File: config.mk
export PLATFORM = sky130hd
export DESIGN_NAME = vga_sync_gen
export DESIGN_NICKNAME = d
export VERILOG_FILES = /design/src/rtl/vga_pkg.sv /design/src/rtl/vga_pixel_div.sv /design/src/rtl/vga_sync_gen.sv
export SDC_FILE = /design/constraint.sdc
export NUM_CORES = 1
export LEC_CHECK = 0
export BUFFER_PORTS_ARGS = -buffer_cell sky130_fd_sc_hd__buf_4
export CAP_MARGIN = 20
export CORE_MARGIN = 8
export CORE_UTILIZATION = 45
export DETAILED_ROUTE_END_ITERATION = 10
export PLACE_DENSITY = 0.78
export RECOVER_POWER = 100
export SLEW_MARGIN = 25
export SYNTH_ARGS = -nofsm -noshare
export SYNTH_HDL_FRONTEND = slang
export SYNTH_HIERARCHICAL = 1
export SYNTH_SLANG_ARGS = --single-unit
File: constraint.sdc
create_clock -name clk -period 2.3 [get_ports clk]
set_input_delay 0.115 -clock clk [delete_from_list [all_inputs] [get_ports clk]]
set_output_delay 0.115 -clock clk [all_outputs]
set_load 0.01 [all_outputs]
File: src/rtl/vga_pkg.sv
// Shared VGA 640x480@60 timing constants, coordinate type and window helper.
// Used by the sync generator and by the text/pixel generators that consume x/y.
package vga_pkg;

  localparam int COORD_W = 10;
  typedef logic [COORD_W-1:0] coord_t;

  localparam int VGA_CLK_DIV   = 4;
  localparam int VGA_H_VISIBLE = 640;
  localparam int VGA_H_FP      = 16;
  localparam int VGA_H_SYNC    = 96;
  localparam int VGA_H_BP      = 48;
  localparam int VGA_V_VISIBLE = 480;
  localparam int VGA_V_FP      = 10;
  localparam int VGA_V_SYNC    = 2;
  localparam int VGA_V_BP      = 33;

  localparam int VGA_H_TOTAL = VGA_H_VISIBLE + VGA_H_FP + VGA_H_SYNC + VGA_H_BP;
  localparam int VGA_V_TOTAL = VGA_V_VISIBLE + VGA_V_FP + VGA_V_SYNC + VGA_V_BP;

  // Inclusive sync pulse windows (656..751 and 490..491 for the default mode)
  localparam int VGA_HS_START = VGA_H_VISIBLE + VGA_H_FP;
  localparam int VGA_HS_END   = VGA_HS_START + VGA_H_SYNC - 1;
  localparam int VGA_VS_START = VGA_V_VISIBLE + VGA_V_FP;
  localparam int VGA_VS_END   = VGA_VS_START + VGA_V_SYNC - 1;

  function automatic logic in_window(coord_t c, coord_t lo, coord_t hi);
    return (c >= lo) && (c <= hi);
  endfunction

endpackage

File: src/rtl/vga_pixel_div.sv
// Divides the system clock into a one-cycle pixel enable, high once every
// CLK_DIV cycles, first asserting CLK_DIV cycles after reset release.
module vga_pixel_div #(
  parameter int CLK_DIV = 4
) (
  input  logic clk,
  input  logic rst,
  output logic p_tick
);

  localparam int DW = (CLK_DIV > 1) ? $clog2(CLK_DIV) : 1;
  localparam logic [DW-1:0] DIV_LAST = DW'(CLK_DIV - 1);

  logic [DW-1:0] div_cnt;

  always_ff @(posedge clk) begin
    if (rst) begin
      div_cnt <= '0;
      p_tick  <= 1'b0;
    end else begin
      p_tick  <= (div_cnt == DIV_LAST);
      div_cnt <= (div_cnt == DIV_LAST) ? '0 : div_cnt + DW'(1);
    end
  end

endmodule

File: src/rtl/vga_sync_gen.sv
// VGA raster timing generator: pixel enable, x/y scan counters, sync and blanking.
// Define VGA_SYNC_FRAME_CNT_EN to add a 60-frame counter driving sec_tick.
module vga_sync_gen
  import vga_pkg::*;
#(
  parameter int   CLK_DIV     = VGA_CLK_DIV,
  parameter int   H_VISIBLE   = VGA_H_VISIBLE,
  parameter int   H_FP        = VGA_H_FP,
  parameter int   H_SYNC      = VGA_H_SYNC,
  parameter int   H_BP        = VGA_H_BP,
  parameter int   V_VISIBLE   = VGA_V_VISIBLE,
  parameter int   V_FP        = VGA_V_FP,
  parameter int   V_SYNC      = VGA_V_SYNC,
  parameter int   V_BP        = VGA_V_BP,
  parameter logic SYNC_ACTIVE = 1'b0
) (
  input  logic         clk,
  input  logic         rst,
  output logic         p_tick,
  output logic [9:0]   x,
  output logic [9:0]   y,
  output logic         hsync,
  output logic         vsync,
  output logic         video_on,
  output logic         frame_start,
  output logic         sec_tick
);

  localparam int H_TOTAL = H_VISIBLE + H_FP + H_SYNC + H_BP;
  localparam int V_TOTAL = V_VISIBLE + V_FP + V_SYNC + V_BP;

  localparam coord_t H_LAST   = coord_t'(H_TOTAL - 1);
  localparam coord_t V_LAST   = coord_t'(V_TOTAL - 1);
  localparam coord_t H_VIS_C  = coord_t'(H_VISIBLE);
  localparam coord_t V_VIS_C  = coord_t'(V_VISIBLE);
  localparam coord_t HS_START = coord_t'(H_VISIBLE + H_FP);
  localparam coord_t HS_END   = coord_t'(H_VISIBLE + H_FP + H_SYNC - 1);
  localparam coord_t VS_START = coord_t'(V_VISIBLE + V_FP);
  localparam coord_t VS_END   = coord_t'(V_VISIBLE + V_FP + V_SYNC - 1);

  coord_t h_cnt, v_cnt;
  coord_t h_next, v_next;
  logic   line_end, frame_end;

  vga_pixel_div #(.CLK_DIV(CLK_DIV)) u_pixel_div (
    .clk    (clk),
    .rst    (rst),
    .p_tick (p_tick)
  );

  always_comb begin
    line_end  = (h_cnt == H_LAST);
    frame_end = line_end && (v_cnt == V_LAST);
    h_next    = h_cnt;
    v_next    = v_cnt;
    if (p_tick) begin
      if (line_end) begin
        h_next = '0;
        v_next = (v_cnt == V_LAST) ? '0 : v_cnt + coord_t'(1);
      end else begin
        h_next = h_cnt + coord_t'(1);
      end
    end
  end

  // Decode from the next counts so the registered flags line up with x/y
  always_ff @(posedge clk) begin
    if (rst) begin
      h_cnt       <= '0;
      v_cnt       <= '0;
      hsync       <= ~SYNC_ACTIVE;
      vsync       <= ~SYNC_ACTIVE;
      video_on    <= 1'b1;
      frame_start <= 1'b0;
    end else begin
      h_cnt       <= h_next;
      v_cnt       <= v_next;
      hsync       <= in_window(h_next, HS_START, HS_END) ? SYNC_ACTIVE : ~SYNC_ACTIVE;
      vsync       <= in_window(v_next, VS_START, VS_END) ? SYNC_ACTIVE : ~SYNC_ACTIVE;
      video_on    <= (h_next < H_VIS_C) && (v_next < V_VIS_C);
      frame_start <= p_tick && frame_end;
    end
  end

  assign x = h_cnt;
  assign y = v_cnt;

`ifdef VGA_SYNC_FRAME_CNT_EN
  logic [5:0] frame_cnt;

  // sec_tick rides on the frame_start that takes frame_cnt from 59 back to 0
  always_ff @(posedge clk) begin
    if (rst) begin
      frame_cnt <= '0;
      sec_tick  <= 1'b0;
    end else begin
      sec_tick <= p_tick && frame_end && (frame_cnt == 6'd59);
      if (frame_start) begin
        frame_cnt <= (frame_cnt == 6'd59) ? 6'd0 : frame_cnt + 6'd1;
      end
    end
  end
`else
  assign sec_tick = 1'b0;
`endif

endmodule

==> out/results.ini <==
[hold_path]
hold_path.class = in -> reg

[clocking]
cts.path.max_buffers = 2
clk_latency_ns = 0.32
cts_max_level = 1
cts_resized = 0
cts_setup_buffers = 0
clockRootBuffer = clkbuf_4
path_clk_slew_ns = 0.14
cts_made_buffers = 3
cts_hold_buf = 0
cts_tree = yes
cts_sinks = 27

[routing]
firstDrtPassIters = 4
ant_nets = 0
vias = 1247
wl_um = 3506
vias_per_cell = 6.053
first_iter_violations = 115
wire_per_inst_um = 17.02
route.detailed.drc = 0

[place]
hpwl_um = 2597
port_buffers = 26
gp_congestion = 0.8873
dp_cells = 202

[pwr]
power_density_nw_per_um2 = 465.3
p_leak_nw = 0.4835
ir_drop_v = 0.0002479

[outcome]
status = finished, final reports clean

[die]
dieWidth_um = 71.78
initial_core_util = 0.4663
fp-row-count = 20
die_h_um = 71.78
die_area_um2 = 5152
core_region_area_um2 = 3003
ioPinCount = 28

[synthesis]
synth_area_leaders = dfxtp_1 39%, nand4_1 4.0%, xnor2_1 3.8%, ha_1 3.6%, xor2_1 3.1%
syn-num-nets = 153
synth_edf_count = 0
yosys_warnings = 6
synth.largest_area_cell = dfxtp_1
syn-cell-area_um2 = 1400
synth-main-ff-cell = dfxtp_1
ys_types = 49
synthArstFlopShare = 0
synth.top_cell.area_share = 0.3861
synth_area_per_cell_um2 = 9.524
seq_area_frac_synth = 0.3861
synth_cells = 147
ys_ff_latch = 27

[sta]
hold_violations = 0
fmax_mhz = 465.8
fin_skew_ns = 0.009556
slew_violations = 0
setup_violations = 0
finalSetupTns_ns = 0
finalCritPeriodShare = 0.9335
rsz0062_at_grt = false
fin_crit_ns = 2.147

[global_routing]
gr-total-overflow = 0
grt_use_total = 0.1367
grt_pass1_vias = 1302
grt_max_degree = 20
grt_pass1_wl_um = 5885
antenna_found_initial = 0

[worst_setup_path]
critPathKind = reg -> reg
start_kind = flip-flop
cp-startpoint = u_pixel_div/p_tick
arrival_ns = 2.36
crit_path_end = hsync
endpoint_kind = flip-flop
r2r_end = hsync
reg2reg_slack_ns = 0.15
r2r-start = u_pixel_div/p_tick
reg2reg_depth = 6
path_max_fanout = 8
required_ns = 2.51

[final_layout]
n_antenna_cell = 0
nets = 180
fin_cells = 206
drive_gt1_frac = 0.1329
syn_to_final_growth_pct = 8.579

[job]
cap_viol_max_count = 0

==> layout by cell type (no fill, tap or decap), types with 4 or more instances in the layout <==
cell and instances:
a21oi_1 4, nand2_1 9, nor2_1 11, clkbuf_1 26, dfxtp_1 27, nand3_1 8, inv_1 4, ha_1 4
nor3_1 9, nand4_1 9, xor2_1 5, xnor2_1 6, nor4_1 4
==> area by class of cell <==
cell class | instances | area [µm²]
Clock buffer | 4 | 26.28
Fill cell | 311 | 1483
Inverter | 4 | 15.01
Multi-Input combinational cell | 110 | 780.7
Sequential cell | 27 | 540.5
Tap cell | 33 | 41.29
Timing Repair Buffer | 28 | 116.4
==> layer usage <==
metal	wire, µm	vias to the layer above	GRT usage	part of all wire
met5	0	-	0	0
met4	0	0	0.04082	0
met3	247	0	0.03626	0.070
met2	1691	52	0.2318	0.48
met1	1567	595	0.1634	0.45
li1	-	600	-	-
==> logic make-up after synthesis <==
family	synth area share
other	0.002678
buffers and inverters	0.04557
xor gates and xnor gates	0.06881
AOI/OAI and AO/OA	0.1457
and+or+nand+nor	0.3083
DFF	0.3861
adders and majority gates	0.03575
muxes	0.007150
==> per-stage QoR <==
stage | power [W] | instance area, µm² | hold WS (ns) | util | setup slack (ns)
6_report | 0.0007074 | 1520 | 0.1185 | 0.5063 | 0.1530
4_1_cts | 0.0007231 | 1629 | 0.1058 | 0.5425 | 0.1883
3_3_place_gp | 0.0005167 | 1603 | 0.4156 | 0.5338 | 0.2662
2_1_floorplan | 0.0005116 | 1400 | 0.1808 | - | 0.3531
3_5_place_dp | 0.0005186 | 1603 | 0.4242 | 0.5338 | 0.2252
5_1_grt | 0.0007368 | 1520 | 0.1128 | 0.5063 | 0.07454
==> cell usage after synthesis, types with 2 or more instances <==
master     n
dfxtp_1   27
nor2_1    11
nand2_1    9
nand4_1    9
nand3_1    8
nor3_1     8
xnor2_1    6
xor2_1     5
a21oi_1    4
ha_1       4
inv_1      4
nor4_1     4
o21ai_0    3
a221oi_2   2
and3_1     2
and3_2     2
buf_6      2
o21a_1     2
o31ai_1    2
or3_1      2
or4_4      2
or4b_1     2
==> power breakdown <==
group | internal [W] | leakage (nW) | switching (W)
Clock | 0.0000678 | 0.0150 | 0.000135
Combinational | 0.0000105 | 0.250 | 0.0000171
Sequential | 0.000474 | 0.218 | 0.00000317
Total | 0.000552 | 0.483 | 0.000155
==> state kept, by name, indices dropped and copies added (netlist names) <==
register,cells
y,10
video_on,1
vsync,1
u_pixel_div/p_tick,1
hsync,1
frame_start,1
x,10
u_pixel_div/div_cnt,2
==> worst max-delay path, stage by stage (launching register included) <==
cell	delay [ns]
dfxtp_1	0.35
clkbuf_1	0.36
nand4_1	0.32
or4_1	0.56
a21oi_1	0.19
and3_1	0.20
nand3_1	0.08
==> worst min-delay path by stage <==
| stage | from | endpoint | slack (ns) | depth (start not counted) |
|---|---|---|---|---|
| final | rst | x[8] | 0.12 | 2 |
| after global routing | rst | x[6] | 0.11 | 2 |
| after CTS | rst | u_pixel_div/p_tick | 0.11 | 2 |
| after detailed placement | u_pixel_div/div_cnt[0] | u_pixel_div/div_cnt[0] | 0.42 | 1 |
| after global placement | u_pixel_div/div_cnt[0] | u_pixel_div/div_cnt[0] | 0.42 | 1 |
| after floorplan | rst | u_pixel_div/p_tick | 0.18 | 1 |
Note: power is estimated with default switching activity, not from simulation.
